`config.mk`:
```
export PLATFORM = sky130hd
export DESIGN_NAME = id_ex_stage
export DESIGN_NICKNAME = d
export VERILOG_FILES = /design/src/rtl/id_ex_stage.sv
export SDC_FILE = /design/constraint.sdc
export NUM_CORES = 1
export LEC_CHECK = 0
export BUFFER_PORTS_ARGS = -buffer_cell sky130_fd_sc_hd__clkbuf_2
export CAP_MARGIN = 20
export CORE_MARGIN = 10
export CORE_UTILIZATION = 45
export DETAILED_ROUTE_END_ITERATION = 12
export PLACE_DENSITY = 0.77
export SYNTH_ARGS = -nofsm -noshare
export SYNTH_HDL_FRONTEND = slang
export SYNTH_SLANG_ARGS = --single-unit
export TNS_END_PERCENT = 20
```
`constraint.sdc`:
```
create_clock -name clk -period 1.8 [get_ports clk]
set_clock_uncertainty 0.05 [all_clocks]
set_input_delay 0.27 -clock clk [delete_from_list [all_inputs] [get_ports clk]]
set_output_delay 0.27 -clock clk [all_outputs]
set_load 0.02 [all_outputs]
```
`src/rtl/id_ex_stage.sv`:
```
// -----------------------------------------------------------------------------
// id_ex_stage
//
// ID/EX pipeline register of the 16-bit CPU, sitting directly in front of the
// ALU. It captures decoded operands and control from ID, resolves RAW hazards
// by forwarding from EX/MEM and MEM/WB, detects load-use hazards (stalling
// IF/ID and inserting a bubble) and squashes the entering instruction when a
// taken branch is resolved.
//
// Ports
//   clk, rst            : clock; synchronous active-high reset
//   id_*                : decoded instruction presented by ID
//   exmem_*             : EX/MEM forwarding source (rd, write enable, result)
//   memwb_*             : MEM/WB forwarding source (rd, write enable, data)
//   flush               : taken branch in EX, kill the instruction entering EX
//   stall               : combinational, hold PC and IF/ID this cycle
//   ex_valid            : EX holds a real instruction
//   ex_ALUOp, ex_A/B    : final ALU operation and forwarded operands
//   ex_store_data       : forwarded rs2 value for stores
//   ex_rd, ex_*         : destination index and control bits (0 when invalid)
// -----------------------------------------------------------------------------
module id_ex_stage #(
    parameter int DATA_W  = 16,
    parameter int RADDR_W = 3
) (
    input  logic               clk,
    input  logic               rst,

    input  logic               id_valid,
    input  logic [2:0]         id_ALUOp,
    input  logic [RADDR_W-1:0] id_rs1,
    input  logic [RADDR_W-1:0] id_rs2,
    input  logic               id_use_rs1,
    input  logic               id_use_rs2,
    input  logic [DATA_W-1:0]  id_rs1_data,
    input  logic [DATA_W-1:0]  id_rs2_data,
    input  logic [DATA_W-1:0]  id_imm,
    input  logic               id_use_imm,
    input  logic [RADDR_W-1:0] id_rd,
    input  logic               id_reg_write,
    input  logic               id_mem_read,
    input  logic               id_mem_write,
    input  logic               id_branch,

    input  logic [RADDR_W-1:0] exmem_rd,
    input  logic               exmem_reg_write,
    input  logic [DATA_W-1:0]  exmem_result,

    input  logic [RADDR_W-1:0] memwb_rd,
    input  logic               memwb_reg_write,
    input  logic [DATA_W-1:0]  memwb_wdata,

    input  logic               flush,

    output logic               stall,
    output logic               ex_valid,
    output logic [2:0]         ex_ALUOp,
    output logic [DATA_W-1:0]  ex_A,
    output logic [DATA_W-1:0]  ex_B,
    output logic [DATA_W-1:0]  ex_store_data,
    output logic [RADDR_W-1:0] ex_rd,
    output logic               ex_reg_write,
    output logic               ex_mem_read,
    output logic               ex_mem_write,
    output logic               ex_branch
);

    typedef enum logic [2:0] {
        ALU_ADD = 3'd0,
        ALU_SUB = 3'd1,
        ALU_AND = 3'd2,
        ALU_OR  = 3'd3,
        ALU_EQ  = 3'd4,
        ALU_LE  = 3'd5
    } alu_op_e;

    // ------------------------------------------------------------------
    // Stage registers
    // ------------------------------------------------------------------
    logic               valid_q,     valid_d;
    alu_op_e            aluop_q,     aluop_d;
    logic [RADDR_W-1:0] rs1_q,       rs1_d;
    logic [RADDR_W-1:0] rs2_q,       rs2_d;
    logic [DATA_W-1:0]  rs1_data_q,  rs1_data_d;
    logic [DATA_W-1:0]  rs2_data_q,  rs2_data_d;
    logic [DATA_W-1:0]  imm_q,       imm_d;
    logic               use_imm_q,   use_imm_d;
    logic [RADDR_W-1:0] rd_q,        rd_d;
    logic               reg_write_q, reg_write_d;
    logic               mem_read_q,  mem_read_d;
    logic               mem_write_q, mem_write_d;
    logic               branch_q,    branch_d;

    logic               stall_int;
    logic               hazard_rs1;
    logic               hazard_rs2;
    logic [DATA_W-1:0]  fwd_rs1;
    logic [DATA_W-1:0]  fwd_rs2;

    // ------------------------------------------------------------------
    // Load-use hazard detection
    // The load in EX only has its data after MEM, so a dependent instruction
    // in ID must wait one cycle; MEM/WB forwarding then covers it. A flush
    // kills the instruction in ID anyway, so it never needs to stall. Reset
    // also masks the stall so IF/ID is never held while the pipe is cleared.
    // ------------------------------------------------------------------
    always_comb begin
        // NOTE: every signal written in an always_comb gets a value on every
        // path (defaults first), otherwise synthesis infers a latch.
        hazard_rs1 = 1'b0;
        hazard_rs2 = 1'b0;
        stall_int  = 1'b0;

        hazard_rs1 = id_use_rs1 && (id_rs1 == rd_q);
        hazard_rs2 = id_use_rs2 && (id_rs2 == rd_q);

        stall_int = !rst && !flush && id_valid && valid_q && mem_read_q
                  && reg_write_q && (rd_q != '0) && (hazard_rs1 || hazard_rs2);
    end

    // ------------------------------------------------------------------
    // Next-state logic, priority flush > stall > load (rst handled in the
    // register process). A bubble keeps the data fields but clears valid and
    // every control bit, so it can never write architectural state.
    // ------------------------------------------------------------------
    always_comb begin
        valid_d     = valid_q;
        aluop_d     = aluop_q;
        rs1_d       = rs1_q;
        rs2_d       = rs2_q;
        rs1_data_d  = rs1_data_q;
        rs2_data_d  = rs2_data_q;
        imm_d       = imm_q;
        use_imm_d   = use_imm_q;
        rd_d        = rd_q;
        reg_write_d = reg_write_q;
        mem_read_d  = mem_read_q;
        mem_write_d = mem_write_q;
        branch_d    = branch_q;

        if (flush || stall_int) begin
            valid_d     = 1'b0;
            reg_write_d = 1'b0;
            mem_read_d  = 1'b0;
            mem_write_d = 1'b0;
            branch_d    = 1'b0;
        end else begin
            valid_d     = id_valid;
            aluop_d     = alu_op_e'(id_ALUOp);
            rs1_d       = id_rs1;
            rs2_d       = id_rs2;
            rs1_data_d  = id_rs1_data;
            rs2_data_d  = id_rs2_data;
            imm_d       = id_imm;
            use_imm_d   = id_use_imm;
            rd_d        = id_rd;
            reg_write_d = id_reg_write;
            mem_read_d  = id_mem_read;
            mem_write_d = id_mem_write;
            branch_d    = id_branch;
        end
    end

    always_ff @(posedge clk) begin
        // NOTE: sequential state uses non-blocking assignments so every flop
        // samples the pre-edge value, independent of statement order.
        if (rst) begin
            // NOTE: the data fields are reset as well as the controls, because
            // the ALU operands must read zero straight after reset.
            valid_q     <= 1'b0;
            aluop_q     <= ALU_ADD;
            rs1_q       <= '0;
            rs2_q       <= '0;
            rs1_data_q  <= '0;
            rs2_data_q  <= '0;
            imm_q       <= '0;
            use_imm_q   <= 1'b0;
            rd_q        <= '0;
            reg_write_q <= 1'b0;
            mem_read_q  <= 1'b0;
            mem_write_q <= 1'b0;
            branch_q    <= 1'b0;
        end else begin
            valid_q     <= valid_d;
            aluop_q     <= aluop_d;
            rs1_q       <= rs1_d;
            rs2_q       <= rs2_d;
            rs1_data_q  <= rs1_data_d;
            rs2_data_q  <= rs2_data_d;
            imm_q       <= imm_d;
            use_imm_q   <= use_imm_d;
            rd_q        <= rd_d;
            reg_write_q <= reg_write_d;
            mem_read_q  <= mem_read_d;
            mem_write_q <= mem_write_d;
            branch_q    <= branch_d;
        end
    end

    // ------------------------------------------------------------------
    // Forwarding: the younger result (EX/MEM) beats the older one (MEM/WB).
    // r0 is hard-wired to zero, so it is never forwarded and always reads 0.
    // ------------------------------------------------------------------
    function automatic logic [DATA_W-1:0] forward(
        input logic [RADDR_W-1:0] idx,
        input logic [DATA_W-1:0]  reg_data
    );
        logic [DATA_W-1:0] val;
        val = reg_data;
        if (idx == '0) begin
            val = '0;
        end else if (exmem_reg_write && (exmem_rd == idx)) begin
            val = exmem_result;
        end else if (memwb_reg_write && (memwb_rd == idx)) begin
            val = memwb_wdata;
        end
        return val;
    endfunction

    always_comb begin
        fwd_rs1 = forward(rs1_q, rs1_data_q);
        fwd_rs2 = forward(rs2_q, rs2_data_q);
    end

    // ------------------------------------------------------------------
    // Outputs to the ALU / later stages
    // ------------------------------------------------------------------
    always_comb begin
        stall         = stall_int;
        ex_valid      = valid_q;
        ex_ALUOp      = valid_q ? 3'(aluop_q) : 3'(ALU_ADD);
        ex_A          = fwd_rs1;
        ex_B          = use_imm_q ? imm_q : fwd_rs2;
        ex_store_data = fwd_rs2;
        ex_rd         = rd_q;
        ex_reg_write  = valid_q && reg_write_q;
        ex_mem_read   = valid_q && mem_read_q;
        ex_mem_write  = valid_q && mem_write_q;
        ex_branch     = valid_q && branch_q;
    end

endmodule

```
# Yosys cells after proc, flatten, opt, wreduce, memory -nomap -nowiden
# Index checks and enable logic that the tools add are counted.
[totals]
register_bits = 66
elab_cells = 52
inputBits = 111
output_inout_bits = 60
[op_classes]
n_eq_ne = 6
muxes = 8
reduce_logical = 25
[op_table]
columns = ["operator", "count"]
rows = [
  ["$mux W16", 7],
  ["$eq A3 B3 Y1", 6],
  ["$logic_and A1 B1 Y1", 17],
  ["$logic_not A3 Y1", 2],
  ["$mux W3", 1],
  ["$reduce_bool A3 Y1", 1],
  ["$logic_not A1 Y1", 2],
  ["$logic_or A1 B1 Y1", 2],
  ["$reduce_or A2 Y1", 1],
]

# Logic depth before layout (Yosys ltp)
# Gate-level depths: netlist of run 1.
[logic_depth]
ltp_word = 10
ltp_mapped = 6
depth_no_buf = 4

# Worst setup path before layout of run 1
# OpenSTA, ideal clock, no wires.
[synth_timing]
path_kind = "reg2out"
start = "reg rs2_q[0]"
end = "out ex_B[10]"
arrival_ns = 1.703
slack_ns = -0.223
stages_incl_launch_ff = 7
n_path_buf = 2
t_required_ns = 1.480
cell_sequence = "dfxtp_1 -> xnor2_1 -> and4_1 -> clkbuf_2 -> buf_4 -> a221oi_2 -> o31ai_1"
[synth_via]
elab_chain_len = 6
word_cells_on_any_way = 9
[synth_rtl]
columns = ["element", "line_no", "rtl"]
rows = [
  ["from (decl)", "83", "logic [RADDR_W-1:0] rs2_q, rs2_d;"],
  ["from (signal assigned)", "187", "rs2_q <= rs2_d;"],
  ["$eq A3 B3 Y1", "214", "end else if (memwb_reg_write && (memwb_rd == idx)) begin"],
  ["$logic_and A1 B1 Y1", "214", ""],
  ["$mux W16", "214", ""],
  ["$mux W16", "212", "end else if (exmem_reg_write && (exmem_rd == idx)) begin"],
  ["$mux W16 *", "210", "if (idx == '0) begin"],
  ["$mux W16 *", "233", "ex_B = use_imm_q ? imm_q : fwd_rs2;"],
  ["to (decl)", "59", "output logic [DATA_W-1:0] ex_B,"],
]
# Mark *: on every way between the ends. The rest lies on a longest branch, timed or not.

# Final worst setup path of run 1
[layout_timing]
start = "reg rs2_q[2]"
end = "out ex_B[10]"
# Same word-level chain as after synthesis.

==> metrics.md, run 1 <==
| Metric | Value |
|---|---|
| Ys flop type | dfxtp_1 |
| Post-Syn Area | ~5500 um^2 |
| Vias per inst | about 6.6 |
| Finish-stage setup viols | between 90 and 100 |
| Cell Pwr Density | 761 nW/um^2 |
| Synthesis-stage register bit count | between 60 and 70 |
| Proportion of synthesized chip area in sequential cells | 0.240 |
| Remaining DRCs | 0 |
| Post-synth top area share | 0.240 |
| CTS Buf Count | 9 |
| Global-route wire length before repair | 33800 um |
| Max_slew headroom | 0.325 |
| Die width | 131 um |
| Worst Tran Pin Value | between 1000 and 1500 ps |
| Critical-path cell list | xor2_2 -> nand4bb_4 -> buf_12 -> a221oi_2 -> o31ai_4 -> clkbuf_2 |
| I/O pin total | around 170 |
| GR Overflow Total | 0 |
| Initial antenna violation count | 4 |
| Max_cap viols | 0 |
| CP Launch Type | flip-flop |
| Die span in y | 131 um |
| Worst Path Required | between 1000 and 1500 ps |
| Outcome | finished, violations left |
| RSZ-0062 raised after global routing | true |
| CP Max Fanout | 8 |
| Buf/Inv on CP | 2 |
| Crit path time final | 2290 ps |
| HPWL after DPL | approximately 15000 um |
| Final Cycle Share | 1.27 |
| Delay-heaviest family, CP | compound AO/OA/AOI/OAI gates |
| Vias | between 6000 and 7000 |
| Violated checks | setup timing |
| Layout cell share with drive strength beyond 1 | 0.383 |
| TNS Setup | -25470 ps |
| Synthesis warning total | 0 |
| Cell count after synthesis | just over 700 |
| Yosys cell types | 38 |
| Initial Util | 0.458 |
| Worst vdd ir | 0.000405 V |
| Drt first pass iters | 6 |
| Clock Latency Late Sink | 340 ps |
| Crit Path Class | flip-flop to primary output |
| Input/output buffers | 170 |
| Largest net degree at the start of global routing | 73 |
| Vias in the first global route | 6250 |
| Yosys top cell by area | dfxtp_1 |
| Async set-reset flop share out of synthesis | 0 |
| Root Driver | clkbuf_16 |
| Syn_nets | 820 |
| Die area | ~17000 um^2 |
| Gpl congestion | slightly below 0.9 |
| Rows | 40 |
| Nets | around 970 |
| Final Slew Violations | 0 |
| Achievable Freq | roughly 0.44 GHz |
| Final hold violations | 0 |
| Leakage power | 3.17 nW |
| Initial drt markers | 700 |
| Core Area | roughly 12000 um^2 |
| H-Tree Depth | 3 |
| Worst setup margin | -488 ps |
| CTS tree | yes |
| Area grow syn2layout | 39.6% |
| CTS clk-pin slew, worst paths | around 60 ps |
| CTS max path bufs | 2 |
| Clock Sinks | 66 |
| Cts hold-fix bufs | 0 |
| Total power | roughly 6 mW |
| Drt wl/cell | roughly 23 um |
| CP arrival | 1970 ps |
| CP peak stage delay | 390 ps |
| GRT Overall Usage | 0.249 |
| Synth Area per Inst | 7.76 um^2 |
| Post-synth EDFFs | 0 |
| Crit. End Element | primary output |
| Worst Hold Class | input pin to flip-flop |
| Drt total wl | between 20000 and 25000 um |
| Post-route ant nets | 0 |
| CP max-delay cell | a221oi_2 |
| Synth top area cells | dfxtp_1, nand3_1, nor3b_1 |
## metal layers
metal / wire [um] / vias to the layer above / GRT usage
li1: - / 3009 / -
met5: 0 / - / 0
met2: 10700 / 424 / 0.383
met4: 962 / 0 / 0.116
met3: 2130 / 62 / 0.0512
met1: 9110 / 3176 / 0.325
## flip-flops by register name, indices dropped and copies added (netlist names)
| name | flops |
|---|---|
| use_imm_q | 1 |
| mem_read_q | 1 |
| branch_q | 1 |
| rs1_data_q | 16 |
| imm_q | 16 |
| reg_write_q | 1 |
| ex_rd | 3 |
| rs2_data_q | 16 |
| rs1_q | 3 |
| ex_valid | 1 |
| rs2_q | 3 |
| aluop_q | 3 |
| mem_write_q | 1 |
## report_power, final
part	switching (mW)	internal [mW]
logic	1.35	1.06
registers	0.127	1.62
clock network	0.697	0.994
## synth_stat cells, types with 6 or more instances
cell / instances
nand3_1: 122
dfxtp_1: 66
clkbuf_1: 63
nor2b_1: 61
nor3b_1: 61
o211ai_1: 61
a22oi_1: 51
nor2_1: 33
nand2_1: 17
a211oi_1: 16
mux2i_1: 16
o21ai_0: 16
o31ai_1: 16
xnor2_1: 15
and3_1: 11
a221oi_2: 10
a22oi_2: 10
buf_6: 7
a221oi_1: 6
and2_1: 6
buf_2: 6
## final cells by class
type                    count  area, um^2
clock inverters             3        15.0
well taps                 147         184
flip-flops and latches     66        1330
diodes                      4        10.0
inverters                   1        3.75
multi-input cells         557        4260
repair buffers            227        1620
clock buffers              12         256
fillers                  1000        4330
## worst paths after layout
check / start / to / slack, ps / cells past startpoint
worst max-delay path: rs2_q[2] / ex_B[10] / -490 / 6
worst min-delay path: id_mem_read / mem_read_q / 120 / 2
worst max register to register: mem_read_q / rs1_q[2] / -240 / 5
worst min register to register: aluop_q[0] / aluop_q[0] / 580 / 3
## cells in the final DEF (no fill, tap or decap), types with 3 or more instances in the layout
cell type / Yosys / routed
a211oi_1: 16 / 4
a211oi_2: 0 / 12
a221oi_2: 10 / 7
a221oi_4: 0 / 9
a22oi_1: 51 / 50
a22oi_2: 10 / 11
and2_1: 6 / 6
and3_1: 11 / 11
and3_2: 5 / 5
buf_12: 1 / 15
buf_2: 6 / 8
buf_4: 4 / 57
buf_6: 7 / 9
clkbuf_16: 0 / 11
clkbuf_2: 1 / 132
clkbuf_8: 0 / 4
clkinv_2: 0 / 3
dfxtp_1: 66 / 58
dfxtp_2: 0 / 7
diode_2: 0 / 4
mux2i_1: 16 / 14
nand2_1: 17 / 17
nand3_1: 122 / 122
nand4_1: 4 / 4
nor2_1: 33 / 28
nor2_2: 0 / 5
nor2b_1: 61 / 61
nor3b_1: 61 / 61
nor4b_1: 5 / 5
o211ai_1: 61 / 61
o21ai_0: 16 / 13
o21ai_1: 0 / 3
o31ai_1: 16 / 5
o31ai_4: 0 / 10
xnor2_1: 15 / 7
xnor2_2: 1 / 8
## cell families after synthesis
| group | after synthesis | synth area share |
|---|---|---|
| DFF | 66 | 0.240 |
| muxes | 16 | 0.0291 |
| buffers and inverters | 86 | 0.0755 |
| and+or+nand+nor | 336 | 0.353 |
| AOI/OAI and AO/OA | 187 | 0.272 |
| xor gates and xnor gates | 18 | 0.0300 |
## repair_timing
item                                   CTS  global route
gates cloned                             0             3
setup endpoints to repair               97           114
endpoints found under the hold margin    0             0
pin swaps                               21            33
setup buffers                            0             1
gates resized for setup                 39            86
## through the flow
stage	worst slack (ps)	std cells	util	hold WS [ps]	instance area (um^2)
finish	-488	1017	0.640	119	7680
CTS	-472	1009	0.613	119	7360
global placement	-295	994	0.577	473	6930
global route	-548	1016	0.640	119	7680
detailed placement	-295	994	0.577	476	6930
floorplan	-56.2	709	-	392	5700
(Power assumes the default switching activity.)
==> inputs of run 2 (changes only) <==
--- a/config.mk
+++ b/config.mk
@@ -11,6 +11,7 @@
 export CORE_UTILIZATION = 45
 export DETAILED_ROUTE_END_ITERATION = 12
 export PLACE_DENSITY = 0.77
+export SETUP_SLACK_MARGIN = 0.1
 export SYNTH_ARGS = -nofsm -noshare
 export SYNTH_HDL_FRONTEND = slang
 export SYNTH_SLANG_ARGS = --single-unit
==> constraint.sdc (replaced) <==
create_clock -name clk -period 2.4 [get_ports clk]
set_clock_uncertainty 0.05 [all_clocks]
set_input_delay 0.36 -clock clk [delete_from_list [all_inputs] [get_ports clk]]
set_output_delay 0.36 -clock clk [all_outputs]
set_load 0.02 [all_outputs]
==> run 2 against run 1 <==
Compared with the run above: via count is 4.0% lower; hold slack better by 100 ps; setup slack better by 490 ps; combinational power is 34% lower; total power is 29% lower; largest power group unchanged; global-route usage is 0.68 points lower; die area stayed put; the run now ends clean; first-iteration DRC count is 19% higher; critical path depth stayed put.
==> metrics.md, run 2 (same netlist as run 1, synthesis figures left out) <==
| Metric | Value |
|---|---|
| CP peak stage delay | 350 ps (was 390 ps) |
| Drt total wl | 21900 um (was 22900 um) |
| Final hold violations | 0 (unchanged) |
| Leakage power | 2.93 nW (was 3.17 nW) |
| Worst vdd ir | 0.000294 V (was 0.000405 V) |
| Final Slew Violations | 0 (unchanged) |
| CTS clk-pin slew, worst paths | 50 ps (was 60 ps) |
| Initial drt markers | 834 (was 700) |
| Finish-stage setup viols | 0 (was 98) |
| Multi-input gate area | 4080 um^2 (was 4260 um^2) |
| Clock Latency Late Sink | 340 ps (about the same) |
| Achievable Freq | between 0.4 and 0.5 GHz |
| Worst Hold Class | input pin to flip-flop (unchanged) |
| H-Tree Depth | 3 (unchanged) |
| CP max-delay cell | dfxtp_2 (was a221oi_2) |
| Drt first pass iters | 5 (was 6) |
| Outcome | complete, no violations (was finished, violations left) |
| Remaining DRCs | 0 (unchanged) |
| Crit Path Class | flip-flop to primary output (unchanged) |
| Final core occ | 0.596 (was 0.640) |
| Gpl congestion | 0.860 (was 0.886) |
| GRT met1 Usage | 0.306 (was 0.325) |
| Input/output buffers | 170 (unchanged) |
| Met2 Track Usage GR | 0.375 (was 0.383) |
| Cell Pwr Density | 579 nW/um^2 (was 761 nW/um^2) |
| CTS Buf Count | 9 (unchanged) |
| Vias in the first global route | 5984 (was 6250) |
| CTS tree | yes (unchanged) |
| GRT busiest layer | met2 (unchanged) |
| Post-route ant nets | 0 (unchanged) |
| Post-placement cell area | 6410 um^2 (was 6930 um^2) |
| Vias | 6405 (was 6671) |
| HPWL after DPL | 13900 um (was 15400 um) |
| Vias per inst | 6.50 (was 6.56) |
| Worst Path Required | 1990 ps (was 1480 ps) |
| Nets | 943 (was 973) |
| GR Overflow Total | 0 (unchanged) |
| Core Area | 12000 um^2 (unchanged) |
| Area grow syn2layout | 30.1% (was 39.6%) |
| Layout cell share with drive strength beyond 1 | 0.315 (was 0.383) |
| Initial antenna violation count | 5 (was 4) |
| GRT Overall Usage | 0.242 (was 0.249) |
| CP Launch Type | flip-flop (unchanged) |
| Clock Sinks | 66 (unchanged) |
| Met3 usage | 0.0741 (was 0.0512) |
| Total power | 4.15 mW (was 5.85 mW) |
| Post-place setup slack | 71.0 ps (was -295 ps) |
| Crit. End Element | primary output (unchanged) |
| Drt wl/cell | 22.2 um (was 22.6 um) |
| Most common cell after layout, fill and taps aside | clkbuf_2 (unchanged) |
| Root Driver | clkbuf_16 (unchanged) |
| Rows | 40 (unchanged) |
| Worst Tran Pin Value | 781 ps (was 1010 ps) |
| Final instance area | 7160 um^2 (was 7680 um^2) |
| FF-to-FF setup slack | 490 ps (was -240 ps) |
| Max_slew headroom | 0.476 (was 0.325) |
| Initial Util | 0.458 (unchanged) |
| Die width | 131 um (unchanged) |
| Fill count | 1052 (was 1000) |
| RSZ-0062 raised after global routing | true (unchanged) |
| Die area | 17100 um^2 (unchanged) |
| CP Max Fanout | 8 (unchanged) |
| Final Cycle Share | 0.998 |
| CTS max path bufs | 2 (unchanged) |
| Worst setup margin | 4.49 ps (was -488 ps) |
| Global-route wire length before repair | 33100 um (was 33800 um) |
| Most frequent cells in the layout | clkbuf_2, nand3_1, nor2b_1, o211ai_1, nor3b_1 (unchanged) |
| Cts hold-fix bufs | 0 (unchanged) |
| Max_cap viols | 0 (unchanged) |
| Die span in y | 131 um (unchanged) |
| CP arrival | 1990 ps (was 1970 ps) |
| Largest net degree at the start of global routing | 128 (was 73) |
| Reg area | 1330 um^2 (about the same) |
| Biggest regs | imm_q (16), rs1_data_q (16), rs2_data_q (16) (unchanged) |
| Crit path time final | ~2400 ps |
| I/O pin total | 171 (unchanged) |
| Critical-path cell list | xor2_2 -> nand4bb_4 -> buf_12 -> a221oi_4 -> o31ai_2 -> buf_4 (was xor2_2 -> nand4bb_4 -> buf_12 -> a221oi_2 -> o31ai_4 -> clkbuf_2) |
-- run 2: cell count changes in the layout (fill, tap and decap cells not counted), sizes merged --
cell,before,now
clkinv,3,0
clkbuf,150,147
buf,89,63
diode,4,5
-- run 2: critical path, delay by kind of cell, from the launching register on --
kind | cells | cell delay (ps)
compound gates | 2 | 430
simple gates | 1 | 280
buf+inv | 2 | 390
xor+xnor | 1 | 200
flops | 1 | 350
-- run 2: power by group --
part | leakage [nW] | internal, mW | switching, mW | total (mW)
sequential | 0.553 | 1.21 | 0.108 | 1.32
clock | 0.128 | 0.739 | 0.482 | 1.22
combinational | 2.25 | 0.685 | 0.919 | 1.60
-- run 2: metrics by stage --
| step | hold slack (ps) | std cells | setup TNS [ps] |
|---|---|---|---|
| 2_1_floorplan | 482 | 709 | 0 |
| 3_3_place_gp | 564 | 963 | 0 |
| 3_5_place_dp | 564 | 964 | 0 |
| 4_1_cts | 216 | 979 | 0 |
| 5_1_grt | 222 | 982 | -368 |
| 6_report | 221 | 986 | 0 |
-- run 2: repair_timing --
item	CTS	global route
gates resized for setup	45	67
buffers inserted	1	0
cloned	1	2
setup endpoints to repair	48	49
pin swaps	22	12
-- run 2: per-layer routing --
layer | wire length (um) | part of all wire
met1 | 8600 | 0.39
met2 | 10000 | 0.46
met3 | 2570 | 0.12
met4 | 733 | 0.033
met5 | 0 | 0
-- run 2: final cells by class --
cell class | count | area share
sequential | 66 | 0.186
timing repair buffer | 197 | 0.181
inverter | 1 | 0.000524
antenna | 5 | 0.00175
clock buffer | 13 | 0.0363
tap | 147 | 0.0257
multi-input combinational | 557 | 0.569
-- run 2: worst paths after layout --
path,from,to,cells past startpoint
setup / recovery,rs2_q[2],ex_B[4],6
hold / removal,id_branch,branch_q,2
setup reg to reg,ex_rd[1],rs1_data_q[8],5
hold reg to reg,imm_q[10],imm_q[10],3
